===== src/rtl/scan_flop_bank.sv =====
// -----------------------------------------------------------------------------
// scan_flop_bank
//   WIDTH-bit bank of falling-edge scan flops sharing one clock, one reset and
//   one scan chain. Adds parallel capture enable, selectable scan direction,
//   a saturating shift-length counter with chain-complete flag, and a sticky
//   timing-violation flag driven by the timing-check notifier.
//
// Ports
//   CKN        in   clock, all state updates on its falling edge
//   RD         in   synchronous active-high reset
//   D          in   parallel capture data (WIDTH)
//   EN         in   parallel capture enable
//   SE         in   scan enable (wins over EN)
//   SI         in   scan input
//   NTF        in   timing-check notifier, any level change is a violation
//   Q          out  bank state (WIDTH)
//   SO         out  scan output, combinational from Q
//   SHIFT_CNT  out  consecutive shift count, saturates at WIDTH (CW)
//   SHIFT_DONE out  SHIFT_CNT == WIDTH
//   VIOL       out  sticky violation flag, cleared only by RD
// -----------------------------------------------------------------------------
module scan_flop_bank #(
  parameter int               WIDTH          = 8,
  parameter logic [WIDTH-1:0] RST_VAL        = '0,
  parameter bit               SCAN_LSB_FIRST = 1'b1,
  localparam int              CW             = $clog2(WIDTH + 1)
) (
  input  logic             CKN,
  input  logic             RD,
  input  logic [WIDTH-1:0] D,
  input  logic             EN,
  input  logic             SE,
  input  logic             SI,
  input  logic             NTF,
  output logic [WIDTH-1:0] Q,
  output logic             SO,
  output logic [CW-1:0]    SHIFT_CNT,
  output logic             SHIFT_DONE,
  output logic             VIOL
);

  localparam logic [CW-1:0] CNT_MAX = CW'(WIDTH);

  logic [WIDTH-1:0] q_q, q_d;
  logic [CW-1:0]    cnt_q, cnt_d;
  logic             viol_q, viol_d;
  logic             ntf_q;

  // One scan step in the configured direction.
  function automatic logic [WIDTH-1:0] shift_in(input logic [WIDTH-1:0] q,
                                                input logic si);
    logic [WIDTH-1:0] r;
    if (SCAN_LSB_FIRST) r = {si, q[WIDTH-1:1]};
    else                r = {q[WIDTH-2:0], si};
    return r;
  endfunction

  // Shift count saturates at WIDTH rather than wrapping, so SHIFT_DONE
  // stays asserted while SE is held past a full chain.
  function automatic logic [CW-1:0] sat_inc(input logic [CW-1:0] c);
    logic [CW-1:0] r;
    if (c == CNT_MAX) r = c;
    else              r = c + 1'b1;
    return r;
  endfunction

  // Next-state: shift > capture > hold; counter restarts on any SE=0 edge.
  always_comb begin
    q_d    = q_q;
    cnt_d  = '0;
    viol_d = viol_q;
    if (SE) begin
      q_d   = shift_in(q_q, SI);
      cnt_d = sat_inc(cnt_q);
    end else if (EN) begin
      q_d = D;
    end
    // A violation never touches Q; it only raises the sticky flag.
    if (NTF != ntf_q) viol_d = 1'b1;
  end

  // Falling-edge state update; reset overrides everything on its edge.
  always_ff @(negedge CKN) begin
    // The notifier copy is refreshed on every edge, including reset, so the
    // first edge after reset never reports a stale level change.
    ntf_q <= NTF;
    if (RD) begin
      q_q    <= RST_VAL;
      cnt_q  <= '0;
      viol_q <= 1'b0;
    end else begin
      q_q    <= q_d;
      cnt_q  <= cnt_d;
      viol_q <= viol_d;
    end
  end

  assign Q          = q_q;
  assign SO         = SCAN_LSB_FIRST ? q_q[0] : q_q[WIDTH-1];
  assign SHIFT_CNT  = cnt_q;
  assign SHIFT_DONE = (cnt_q == CNT_MAX);
  assign VIOL       = viol_q;

endmodule


===== config.mk =====
export PLATFORM = sky130hd
export DESIGN_NAME = scan_flop_bank
export DESIGN_NICKNAME = d
export VERILOG_FILES = /design/src/rtl/scan_flop_bank.sv
export SDC_FILE = /design/constraint.sdc
export NUM_CORES = 1
export LEC_CHECK = 0
export ABC_AREA = 1
export CORE_ASPECT_RATIO = 1.1
export CORE_MARGIN = 4
export CORE_UTILIZATION = 37
export DETAILED_ROUTE_END_ITERATION = 16
export PLACE_DENSITY = 0.76
export SLEW_MARGIN = 20
export SYNTH_ARGS = -nofsm -noshare
export SYNTH_HDL_FRONTEND = slang
export SYNTH_SLANG_ARGS = --single-unit

===== constraint.sdc =====
create_clock -name CKN -period 1 [get_ports CKN]
set_clock_uncertainty 0.1 [all_clocks]
set_input_delay 0.1 -clock CKN [delete_from_list [all_inputs] [get_ports CKN]]
set_output_delay 0.1 -clock CKN [all_outputs]
set_load 0.01 [all_outputs]

==> results_dict.tcl <==
set metrics [dict create \
    antenna_found_initial 0 \
    hp-class "in2reg" \
    drc 0 \
    diodes 0 \
    place_area_sq_um 1180 \
    worstPathMaxFanout 2 \
    synth_edf_count 0 \
    fin_cells 198 \
    clock_path_buffers 2 \
    synth_top_area_share_pct 38.9 \
    clkSinkCount 14 \
    critical_path_class "reg2out" \
    die_x_microns 50.1 \
    synth.avg_cell_area_sq_um 6.93 \
    core_area_sq_um 1820 \
    gp_congestion 0.727 \
    final_antenna_net_count 0 \
    finalPower_mw 1.52 \
    power_frac_clock_pct 36.8 \
    synth.largest_area_cell "dfxtp_1" \
    ys_async_sr_fraction_pct 0 \
    p_per_area_nw_per_um2 1010 \
    ys_warn_count 0 \
    io_buffers 28 \
    switching_share_pct 34.1 \
    clkTransAtPathRegs_ns 0.04 \
    max_slew_margin_pct 89.9 \
    pre_cts_slack_ns -0.923 \
    drt-vias-per-instance 4.54 \
    cts_tree "yes" \
    p_int_mw 1.00 \
    end_kind "primary output" \
    drv_cap 0 \
    detail_route.iter0.violations 7 \
    power.net_switching_mw 0.518 \
    final_cell_area_sq_um 1500 \
    syn-num-nets 120 \
    ys_ff_latch 14 \
    initial_utilization_pct 39.6 \
    synth_most_common_cell "nand2_1" \
    dieArea_sq_um 2720 \
    hold_viol 0 \
    syn_area_sq_um 721 \
    cp.arrival_ns 1.65 \
    worst_slack_ns -0.850 \
    cp_data_required_time_ns 0.80 \
    power.leakage_nw 0.830 \
    io_pins 29 \
    ir_worst_vdd_v 0.000830 \
    grt_usage_pct 18.6 \
    grt_pass1_vias 920 \
    slowest_stage "dfxtp_4" \
    critPathLaunchType "register" \
    totalWireLength_microns 2420 \
    fillers 120 \
    status "finished, violations left" \
    die_h_microns 54.3 \
    synth.distinct_cells 14 \
    fin_nets 188 \
    drive_above_1_share_pct 55.6 \
    overflow 0 \
    hold_buffers 0 \
    wl_per_cell_microns 12.2 \
    htree_num_levels 1 \
    slowest_delay_ns 0.35 \
    std_cell_rows 16 \
    slew_violations 0 \
    synth_top_flop_cell "dfxtp_1" \
    hpwl_microns 1300 \
    grt_start_max_net_pins 10 \
    tightest_slew_ns 0.150 \
    dpl.cell_count 170 \
    syn_inst 104 \
    grt_pass1_wl_microns 3730 \
    failed_checks "setup timing" \
    cts_made_buffers 3 \
    cts_root_buffer "clkbuf_4" \
    fin_hold_ws_ns 0.393 \
    seqPwrFrac_pct 39.6 \
    clk_latency_ns 0.36 \
    synth.area.top_cells "dfxtp_1, nand2_1, nand3_1" \
    yosysSeqAreaShare_pct 38.9 \
    utilization_pct 82.4 \
    netlist_top_cells_count "nand2_1, nand3_1, inv_1" \
    vias 899 \
    power_frac_comb_pct 23.6 \
    crit_chain "inv_2 -> ha_4 -> nand2_4 -> nor2_4 -> buf_6" \
    drt-pass1-iter-count 4 \
    fin_setup_tns_ns -9.41 \
    rsz0062_at_grt "yes" \
    syn_to_final_growth_pct 108 \
    setup_viol 27 \
]
==> cell usage in the layout, fill, tap and decap left out, types with 2 or more instances in the layout <==
master and instances:
nand3_2 4, buf_4 13, nand2_2 13, buf_2 2, nor2_2 3, nor2_8 2
dfxtp_4 4, clkbuf_4 3, inv_2 4, nand3_4 2, inv_1 27, dlygate4sd2_1 9
buf_6 24, nor2_1 5, buf_12 2, nand2_4 2, nand2_1 20, ha_4 2
dfxtp_2 9, nand3_1 12
==> flip-flops by register name, summed over array words and instances, names as in the netlist <==
signal	flops
Q	8
SHIFT_CNT	4
VIOL	1
ntf_q	1
==> worst max-delay path, delay by kind of cell, from the launching register on <==
family,cells,cell delay (ns)
adders and majority gates,1,0.15
buffers and inverters,2,0.18
and+or+nand+nor,2,0.14
DFF,1,0.35
==> path summary, 6_finish.rpt <==
check | start | to | slack, ns | cells past startpoint
setup / recovery | SHIFT_CNT[0]$_SDFFE_NP0P_ | SHIFT_DONE | -0.85 | 5
hold / removal | NTF | ntf_q$_DFF_N_ | 0.39 | 1
setup reg to reg | SHIFT_CNT[0]$_SDFFE_NP0P_ | SHIFT_CNT[2]$_SDFFE_NP0P_ | -0.31 | 7
hold reg to reg | VIOL$_SDFFE_NP0P_ | VIOL$_SDFFE_NP0P_ | 0.46 | 4
==> cell type report <==
class                           instances  area, sq um  share of cell area [%]
Tap cell                               27         33.8                    2.25
Clock buffer                            3         22.5                    1.50
Clock inverter                         15         57.6                    3.83
Inverter                               18         80.1                    5.33
Sequential cell                        14          307                    20.4
Multi-Input combinational cell         68          468                    31.2
Timing Repair Buffer                   53          533                    35.5
==> cell families after synthesis <==
kind of cell    share of synthesized area, %
fa+ha+maj                               3.47
flops                                   38.9
compound gates                         0.694
simple gates                            42.7
buf+inv                                 14.2
==> power groups by stage <==
stage               clock network [mW]  logic [mW]  registers (mW)
CTS                              0.557       0.322           0.602
global route                     0.663       0.386           0.604
floorplan                       0.0916       0.121           0.623
detailed placement              0.0916       0.281           0.605
global placement                0.0916       0.277           0.604
finish                           0.559       0.358           0.602
==> repair_timing <==
action                                  CTS  global route
endpoints found under the setup margin   28            27
gates resized for setup                 118            25
gates cloned                              2             0
setup buffers                             6             7
pin swaps                                29            23
==> routing by layer <==
metal  track usage, %  routed length (microns)  up-vias
li1                 -                        -      448
met1             14.9                      844      415
met2             38.3                     1370       28
met3             7.90                      145        8
met4             9.68                       59        0
met5                0                        0        -
Power figures use the tool's default switching activity.
